--- src/rtl/keypad_scan_pkg.sv ---
// Shared types and constants for the keypad scanner: FSM states, key-code width,
// row reset pattern and the column priority helper.
package keypad_pkg;

  typedef enum logic [1:0] {
    SCAN     = 2'd0,
    DEBOUNCE = 2'd1,
    HELD     = 2'd2,
    RELEASE  = 2'd3
  } scan_state_e;

  localparam int          KEY_W     = 4;
  localparam logic [3:0]  ROW_RESET = 4'b1110;

  // Lowest-index active-low column wins when several are pressed together.
  function automatic logic [1:0] first_low(input logic [3:0] c);
    if (!c[0])      first_low = 2'd0;
    else if (!c[1]) first_low = 2'd1;
    else if (!c[2]) first_low = 2'd2;
    else            first_low = 2'd3;
  endfunction

endpackage

--- src/rtl/keypad_scan_if.sv ---
// Valid/ready key-code stream between the keypad scanner (master) and its consumer (slave).
interface keypad_scan_if;
  import keypad_pkg::*;

  logic             key_valid;
  logic             key_ready;
  logic [KEY_W-1:0] key_code;

  modport master (output key_valid, output key_code, input key_ready);
  modport slave  (input key_valid, input key_code, output key_ready);

endinterface

--- src/rtl/keypad_scan_fifo.sv ---
// Key-code FIFO with wrap-bit pointers and registered head/valid outputs; a push
// into a full FIFO is dropped and flagged unless a pop frees the slot that cycle.
module key_fifo #(
  parameter int DEPTH = 4,
  parameter int WIDTH = 4
) (
  input  logic             clk,
  input  logic             rst,
  input  logic             push_i,
  input  logic [WIDTH-1:0] data_i,
  input  logic             ready_i,
  output logic             valid_o,
  output logic [WIDTH-1:0] data_o,
  output logic             overflow_o
);

  localparam int AW = $clog2(DEPTH);

  logic [WIDTH-1:0] mem_q [DEPTH];
  logic [AW:0]      wr_ptr_q, wr_ptr_d, rd_ptr_q, rd_ptr_d;
  logic             valid_q, valid_d, ovf_q, ovf_d;
  logic [WIDTH-1:0] data_q, data_d;
  logic             full, pop, wr_en;

  always_comb begin
    full     = (wr_ptr_q[AW] != rd_ptr_q[AW]) && (wr_ptr_q[AW-1:0] == rd_ptr_q[AW-1:0]);
    pop      = valid_q && ready_i;
    wr_en    = push_i && (!full || pop);
    ovf_d    = push_i && full && !pop;
    wr_ptr_d = wr_ptr_q + {{AW{1'b0}}, wr_en};
    rd_ptr_d = rd_ptr_q + {{AW{1'b0}}, pop};
    valid_d  = (wr_ptr_d != rd_ptr_d);
    // The new head is the incoming word when it lands in the slot about to be read.
    if (wr_en && (wr_ptr_q[AW-1:0] == rd_ptr_d[AW-1:0])) data_d = data_i;
    else                                                  data_d = mem_q[rd_ptr_d[AW-1:0]];
  end

  always_ff @(posedge clk) begin
    if (wr_en) mem_q[wr_ptr_q[AW-1:0]] <= data_i;
  end

  always_ff @(posedge clk or posedge rst) begin
    if (rst) begin
      wr_ptr_q <= '0;
      rd_ptr_q <= '0;
      valid_q  <= 1'b0;
      data_q   <= '0;
      ovf_q    <= 1'b0;
    end else begin
      wr_ptr_q <= wr_ptr_d;
      rd_ptr_q <= rd_ptr_d;
      valid_q  <= valid_d;
      data_q   <= data_d;
      ovf_q    <= ovf_d;
    end
  end

  assign valid_o    = valid_q;
  assign data_o     = data_q;
  assign overflow_o = ovf_q;

endmodule

--- src/rtl/keypad_scan.sv ---
// 4x4 matrix keypad scanner: rotates one active-low row, debounces presses and
// releases on the synchronized columns, and queues key codes in a FIFO.
module keypad_scan
  import keypad_pkg::*;
#(
  parameter int SCAN_DIV     = 1000,
  parameter int DEBOUNCE_CNT = 8,
  parameter int FIFO_DEPTH   = 4
) (
  input  logic                clk,
  input  logic                RST,
  output logic [3:0]          row,
  input  logic [3:0]          col,
  output logic                key_pressed,
  output logic                overflow,
  keypad_scan_if.master       key_if
);

  localparam int SLOT_W = $clog2(SCAN_DIV);
  localparam int CNT_W  = $clog2(DEBOUNCE_CNT + 1);

  logic [3:0]        col_s1_q, col_s2_q;
  logic [SLOT_W-1:0] slot_q, slot_d;
  logic [1:0]        row_idx_q, row_idx_d;
  logic [1:0]        col_idx_q, col_idx_d;
  logic [3:0]        col_pat_q, col_pat_d;
  logic [CNT_W-1:0]  cnt_q, cnt_d, cnt_inc;
  scan_state_e       state_q, state_d;
  logic              push_q, push_d;
  logic              sample;

  always_comb begin
    sample    = (slot_q == SLOT_W'(SCAN_DIV - 1));
    slot_d    = sample ? '0 : slot_q + SLOT_W'(1);
    cnt_inc   = cnt_q + CNT_W'(1);
    state_d   = state_q;
    row_idx_d = row_idx_q;
    col_idx_d = col_idx_q;
    col_pat_d = col_pat_q;
    cnt_d     = cnt_q;
    push_d    = 1'b0;
    if (sample) begin
      case (state_q)
        SCAN: begin
          if (col_s2_q != 4'hF) begin
            state_d   = DEBOUNCE;
            cnt_d     = CNT_W'(1);
            col_pat_d = col_s2_q;
            col_idx_d = first_low(col_s2_q);
          end else begin
            row_idx_d = row_idx_q + 2'd1;
          end
        end
        DEBOUNCE: begin
          if (col_s2_q == col_pat_q) begin
            cnt_d = cnt_inc;
            if (cnt_inc == CNT_W'(DEBOUNCE_CNT)) begin
              state_d = HELD;
              push_d  = 1'b1;
            end
          end else begin
            state_d   = SCAN;
            row_idx_d = row_idx_q + 2'd1;
          end
        end
        HELD: begin
          if (col_s2_q == 4'hF) begin
            state_d = RELEASE;
            cnt_d   = CNT_W'(1);
          end
        end
        RELEASE: begin
          if (col_s2_q == 4'hF) begin
            cnt_d = cnt_inc;
            if (cnt_inc == CNT_W'(DEBOUNCE_CNT)) begin
              state_d   = SCAN;
              row_idx_d = row_idx_q + 2'd1;
            end
          end else begin
            state_d = HELD;
          end
        end
        default: state_d = SCAN;
      endcase
    end
  end

  always_ff @(posedge clk or posedge RST) begin
    if (RST) begin
      col_s1_q  <= 4'hF;
      col_s2_q  <= 4'hF;
      slot_q    <= '0;
      row_idx_q <= 2'd0;
      col_idx_q <= 2'd0;
      col_pat_q <= 4'hF;
      cnt_q     <= '0;
      state_q   <= SCAN;
      push_q    <= 1'b0;
    end else begin
      col_s1_q  <= col;
      col_s2_q  <= col_s1_q;
      slot_q    <= slot_d;
      row_idx_q <= row_idx_d;
      col_idx_q <= col_idx_d;
      col_pat_q <= col_pat_d;
      cnt_q     <= cnt_d;
      state_q   <= state_d;
      push_q    <= push_d;
    end
  end

  assign row         = ~((~ROW_RESET) << row_idx_q);
  assign key_pressed = (state_q == HELD) || (state_q == RELEASE);

  // Row and column indices stay frozen in HELD, so the code is still valid on the push cycle.
  key_fifo #(
    .DEPTH (FIFO_DEPTH),
    .WIDTH (KEY_W)
  ) u_fifo (
    .clk        (clk),
    .rst        (RST),
    .push_i     (push_q),
    .data_i     ({row_idx_q, col_idx_q}),
    .ready_i    (key_if.key_ready),
    .valid_o    (key_if.key_valid),
    .data_o     (key_if.key_code),
    .overflow_o (overflow)
  );

endmodule

--- src/flat_wrapper.sv ---
// flat-port wrapper written by rule: the top's interface ports become plain ports
module keypad_scan_flat import keypad_pkg::*;
#(
  parameter int SCAN_DIV     = 1000,
  parameter int DEBOUNCE_CNT = 8,
  parameter int FIFO_DEPTH   = 4
)
  (clk, RST, row, col, key_pressed, overflow, key_if_key_valid, key_if_key_code, key_if_key_ready);
  keypad_scan_if key_if_i ();
  input  logic clk;
  input  logic RST;
  output logic [3:0] row;
  input  logic [3:0] col;
  output logic key_pressed;
  output logic overflow;
  output wire logic [$bits(key_if_i.key_valid)-1:0] key_if_key_valid;
  output wire logic [$bits(key_if_i.key_code)-1:0] key_if_key_code;
  input wire logic [$bits(key_if_i.key_ready)-1:0] key_if_key_ready;
  assign key_if_key_valid = key_if_i.key_valid;
  assign key_if_key_code = key_if_i.key_code;
  assign key_if_i.key_ready = key_if_key_ready;
  keypad_scan #(.SCAN_DIV(SCAN_DIV), .DEBOUNCE_CNT(DEBOUNCE_CNT), .FIFO_DEPTH(FIFO_DEPTH)) u_core (.clk(clk), .RST(RST), .row(row), .col(col), .key_pressed(key_pressed), .overflow(overflow), .key_if(key_if_i));
endmodule
--- config.mk ---
export PLATFORM = sky130hd
export DESIGN_NAME = keypad_scan_flat
export DESIGN_NICKNAME = d
export VERILOG_FILES = /design/src/rtl/keypad_scan_pkg.sv /design/src/rtl/keypad_scan_if.sv /design/src/rtl/keypad_scan_fifo.sv /design/src/rtl/keypad_scan.sv /design/src/flat_wrapper.sv
export SDC_FILE = /design/constraint.sdc
export NUM_CORES = 1
export LEC_CHECK = 0
export BUFFER_PORTS_ARGS = -buffer_cell sky130_fd_sc_hd__buf_2
export CORE_ASPECT_RATIO = 0.5
export CORE_MARGIN = 3
export CORE_UTILIZATION = 40
export CTS_CLUSTER_SIZE = 20
export DETAILED_ROUTE_END_ITERATION = 12
export PLACE_DENSITY = 0.59
export SLEW_MARGIN = 20
export SYNTH_ARGS = -nofsm -noshare
export SYNTH_HDL_FRONTEND = slang
export SYNTH_SLANG_ARGS = --single-unit
--- constraint.sdc ---
create_clock -name clk -period 2.68 [get_ports clk]
set_input_delay 0.268 -clock clk [delete_from_list [all_inputs] [get_ports clk]]
set_output_delay 0.268 -clock clk [all_outputs]
set_load 0.1 [all_outputs]
==> results by group <==
Run status
  • Outcome: complete, no violations

Route
  • Post-route DRC: 0
  • Post-route antenna net violation count: 0
  • DR WL/cell: 13.8 um
  • Max Used Layer: met4
  • 1st-iter DRT viols: 87
  • Drt total wl: about 4.4 mm
  • First-pass iteration count of the detailed router: 4
  • Metal-1 WL: 2.15 mm
  • Avg Vias per Cell: 4.91
  • DR WL met3: 217 um
  • Vias after detailed routing: about 1600
  • Met2 Wirelength: 2.01 mm

GRT
  • Grt total ovfl: 0
  • Largest net degree at the start of global routing: 34
  • Vias in the first global route: roughly 1700
  • GRT Overall Usage: 0.137
  • First-pass GRT wire length: 8.04 mm
  • Initial antenna violation count: 0

Finish
  • Fin nets: 245
  • Share of cells above drive strength 1: 0.292
  • Antenna diodes: 0
  • P&R area growth vs syn: 19.3%

Timing
  • Worst rel slew slack: 0.580
  • Final Hold Fails: 0
  • Setup Skew: 0.00499 ns
  • Tmin final: between 2 and 2.5 ns
  • Endpoints failing setup: 0
  • Final Hold Slack: 0.0379 ns
  • Total Negative Setup Slacks: 0 ns
  • RSZ-0062 raised after global routing: no
  • Tightest Pin Transition: 0.625 ns
  • Tcrit/Tclk final: 0.911
  • F_max: 0.410 GHz
  • Max-slew violations: 0

Clocking
  • Clock transition at path regs: roughly 0.060 ns
  • CTS tree: built
  • Worst-Skew Late Latency: 0.33 ns
  • CTS Buf Count: 9
  • Post-cts resize count: 0
  • CTS Sinks: 61
  • H-tree Lvls: 3
  • Clock Path Buffers: 2
  • Root Buffer: clkbuf_16

Logic synthesis
  • Synthesized area: 2720 um^2
  • Sequential cell area fraction in the yosys report: 0.595
  • Top_reg_cell synth: dfrtp_1
  • Main combinational cell family by area after synthesis: simple AND/OR/NAND/NOR gates
  • EDFF count, synth: 16
  • Cell variety after synth: 46
  • Ranking of synthesized cells by area: dfrtp_1 30%, edfxtp_1 18%, dfstp_2 12%
  • Post-synth net total: between 200 and 250
  • Synth Area in Compound Gates: 0.0588
  • Synth Instances: 203
  • XOR/XNOR Fraction of Synth Area: 0.0707
  • Post-synthesis adder-cell area fraction: 0.0459
  • Yosys warnings: 0
  • Post-synthesis area per instance: roughly 13 um^2
  • Synth top area share: 0.303
  • Mux cell area share after synthesis: 0.0887
  • Post-synth top area cell: dfrtp_1
  • #FFs+latches synth: 61
  • Area share of and/or/nand/nor cells after synthesis: 0.115
  • Async SR Flop Fraction: 0.738

Worst hold path
  • Hold Path Class: input pin to flop
  • Hold Path Depth: 1

Floorplan
  • Ports: 18
  • Die footprint: approximately 7900 um^2
  • Die X: 123 um
  • Initial core utilization: 0.430
  • Num rows: 20
  • DIE HEIGHT: 64.4 um
  • Placeable Area: 6330 um^2

Critical path
  • CP Class: flop to flop
  • Worst Setup Start Kind: flop
  • Nature of the critical path endpoint: flop
  • Worst Path Max Fanout: 7
  • Reg2reg path depth: 8
  • Worst Path Required: 2.89 ns
  • Crit path DAT: 2.65 ns

Power and ir drop
  • Combinational fraction of design power: 0.012
  • Flop pwr share: 0.435
  • Power Density: 686 nW/um^2
  • VDD IR max: 0.467 mV
  • Switching fraction of total power: 0.199
  • Int Power: 1.79 mW
  • Clock Power Share: 0.554
  • Net switching power: 444 uW
  • Lkg Pwr: 1.52 nW

Placed design
  • Post-DP HPWL: roughly 3.0 mm
  • Gpl congestion: 0.800
  • IO buf count: 17

Flow run
  • Maxcap violations: 0
-- power by group through the flow --
stage | Combinational (mW) | Sequential, mW | Clock (mW)
CTS | 0.0278 | 0.970 | 1.27
finish | 0.0260 | 0.970 | 1.24
floorplan | 0.0162 | 0.983 | 0
global placement | 0.0264 | 0.985 | 0
global route | 0.0315 | 0.970 | 1.32
detailed placement | 0.0269 | 0.986 | 0
-- synth_stat cells (2+ instances only) --
library cell	number
nor2_1	9
and3_1	4
dfstp_2	12
nand2b_1	3
mux4_2	4
o21ai_0	5
nor4_1	2
inv_1	12
buf_2	2
xnor2_1	5
dfrtp_1	33
and2_1	5
nand3b_1	2
edfxtp_1	16
o211ai_1	2
nand2_1	8
xor2_1	17
nand4_1	3
mux2i_1	2
o31ai_1	4
clkbuf_1	3
mux2_4	2
ha_1	10
nor2b_1	2
nor3_1	3
nand3_1	5
mux2_2	9
-- cells in the final DEF, fill, tap and decap left out, types with 3 or more instances in the layout --
cell,n
and2_1,5
and3_1,4
buf_2,17
clkbuf_16,9
dfrtp_1,32
dfstp_2,12
edfxtp_1,16
ha_1,10
inv_1,11
mux2_2,9
mux4_2,4
nand2_1,8
nand2b_1,3
nand3_1,5
nand4_1,3
nor2_1,9
nor3_1,3
o21ai_0,5
o31ai_1,4
xnor2_1,5
xor2_1,17
-- state kept, by name, indices dropped and copies added, names as in the netlist --
signal	cells
u_core.col_s1_q	4
u_core.col_idx_q	2
u_core.col_pat_q	4
u_core.state_q	2
u_core.col_s2_q	4
u_core.row_idx_q	2
u_core.u_fifo.overflow_o	1
u_core.u_fifo.mem_q	16
u_core.u_fifo.wr_ptr_q	3
u_core.cnt_q	4
u_core.u_fifo.valid_o	1
u_core.u_fifo.data_o	4
u_core.slot_q	10
u_core.u_fifo.rd_ptr_q	3
u_core.push_q	1
-- layout make-up --
type                    instances  area [um^2]
clock buffers                   9          225
well taps                      88          110
flip-flops and latches         61         1620
multi-input cells             124         1040
fillers                       544         3080
inverters                      12         45.0
repair buffers                 20          110
clock inverters                 7         97.6
-- cells by family after synthesis --
| group | count (synthesis) |
|---|---|
| AOI/OAI and AO/OA | 21 |
| buffers and inverters | 18 |
| adders and majority gates | 10 |
| DFF | 61 |
| muxes | 17 |
| xor gates and xnor gates | 22 |
| and+or+nand+nor | 54 |
-- per-layer routing --
layer	vias to the layer above	track usage
li1	778	-
met1	771	0.172
met2	23	0.202
met3	4	0.0663
met4	0	0.0544
met5	-	0
-- critical path, stage by stage (launching register included) --
cell and delay (ns):
dfrtp_1 0.45, xor2_1 0.19, o41ai_2 0.48, inv_1 0.13, ha_1 0.21, ha_1 0.18, xor2_1 0.16, xor2_1 0.16
or3_1 0.36
-- through the flow --
step	instance area, um^2	utilization	worst slack (ns)	power, mW	std cells
after global placement	2920	0.461	0.280	1.01	304
after global routing	3250	0.513	0.0743	2.32	321
after CTS	3250	0.513	0.214	2.27	321
final	3250	0.513	0.240	2.23	321
after detailed placement	2920	0.461	0.218	1.01	304
after floorplan	2730	-	0.109	1.00	203
-- worst paths after layout --
kind                                                     start  slack (ns)                             endpoint
setup / recovery           u_core.u_fifo.wr_ptr_q[1]$_DFF_PP0_        0.24      u_core.u_fifo.valid_o$_DFF_PP0_
hold / removal                                          col[1]        0.04         u_core.col_s1_q[1]$_DFF_PP1_
setup reg to reg           u_core.u_fifo.wr_ptr_q[1]$_DFF_PP0_        0.24      u_core.u_fifo.valid_o$_DFF_PP0_
hold reg to reg                   u_core.col_s1_q[0]$_DFF_PP1_        0.35         u_core.col_s2_q[0]$_DFF_PP1_
max in group asynchronous                                  RST        1.50         u_core.col_s1_q[2]$_DFF_PP1_
min in group asynchronous                                  RST        0.43  u_core.u_fifo.rd_ptr_q[0]$_DFF_PP0_
-- timing repair --
item / 4_1_cts / 5_1_grt
endpoints found under the hold margin: 12 / 0
hold buffers: 1 / 0
setup endpoints to repair: 0 / 0
buffers inserted: 0 / 0
Note: power is estimated with default switching activity, not from simulation.
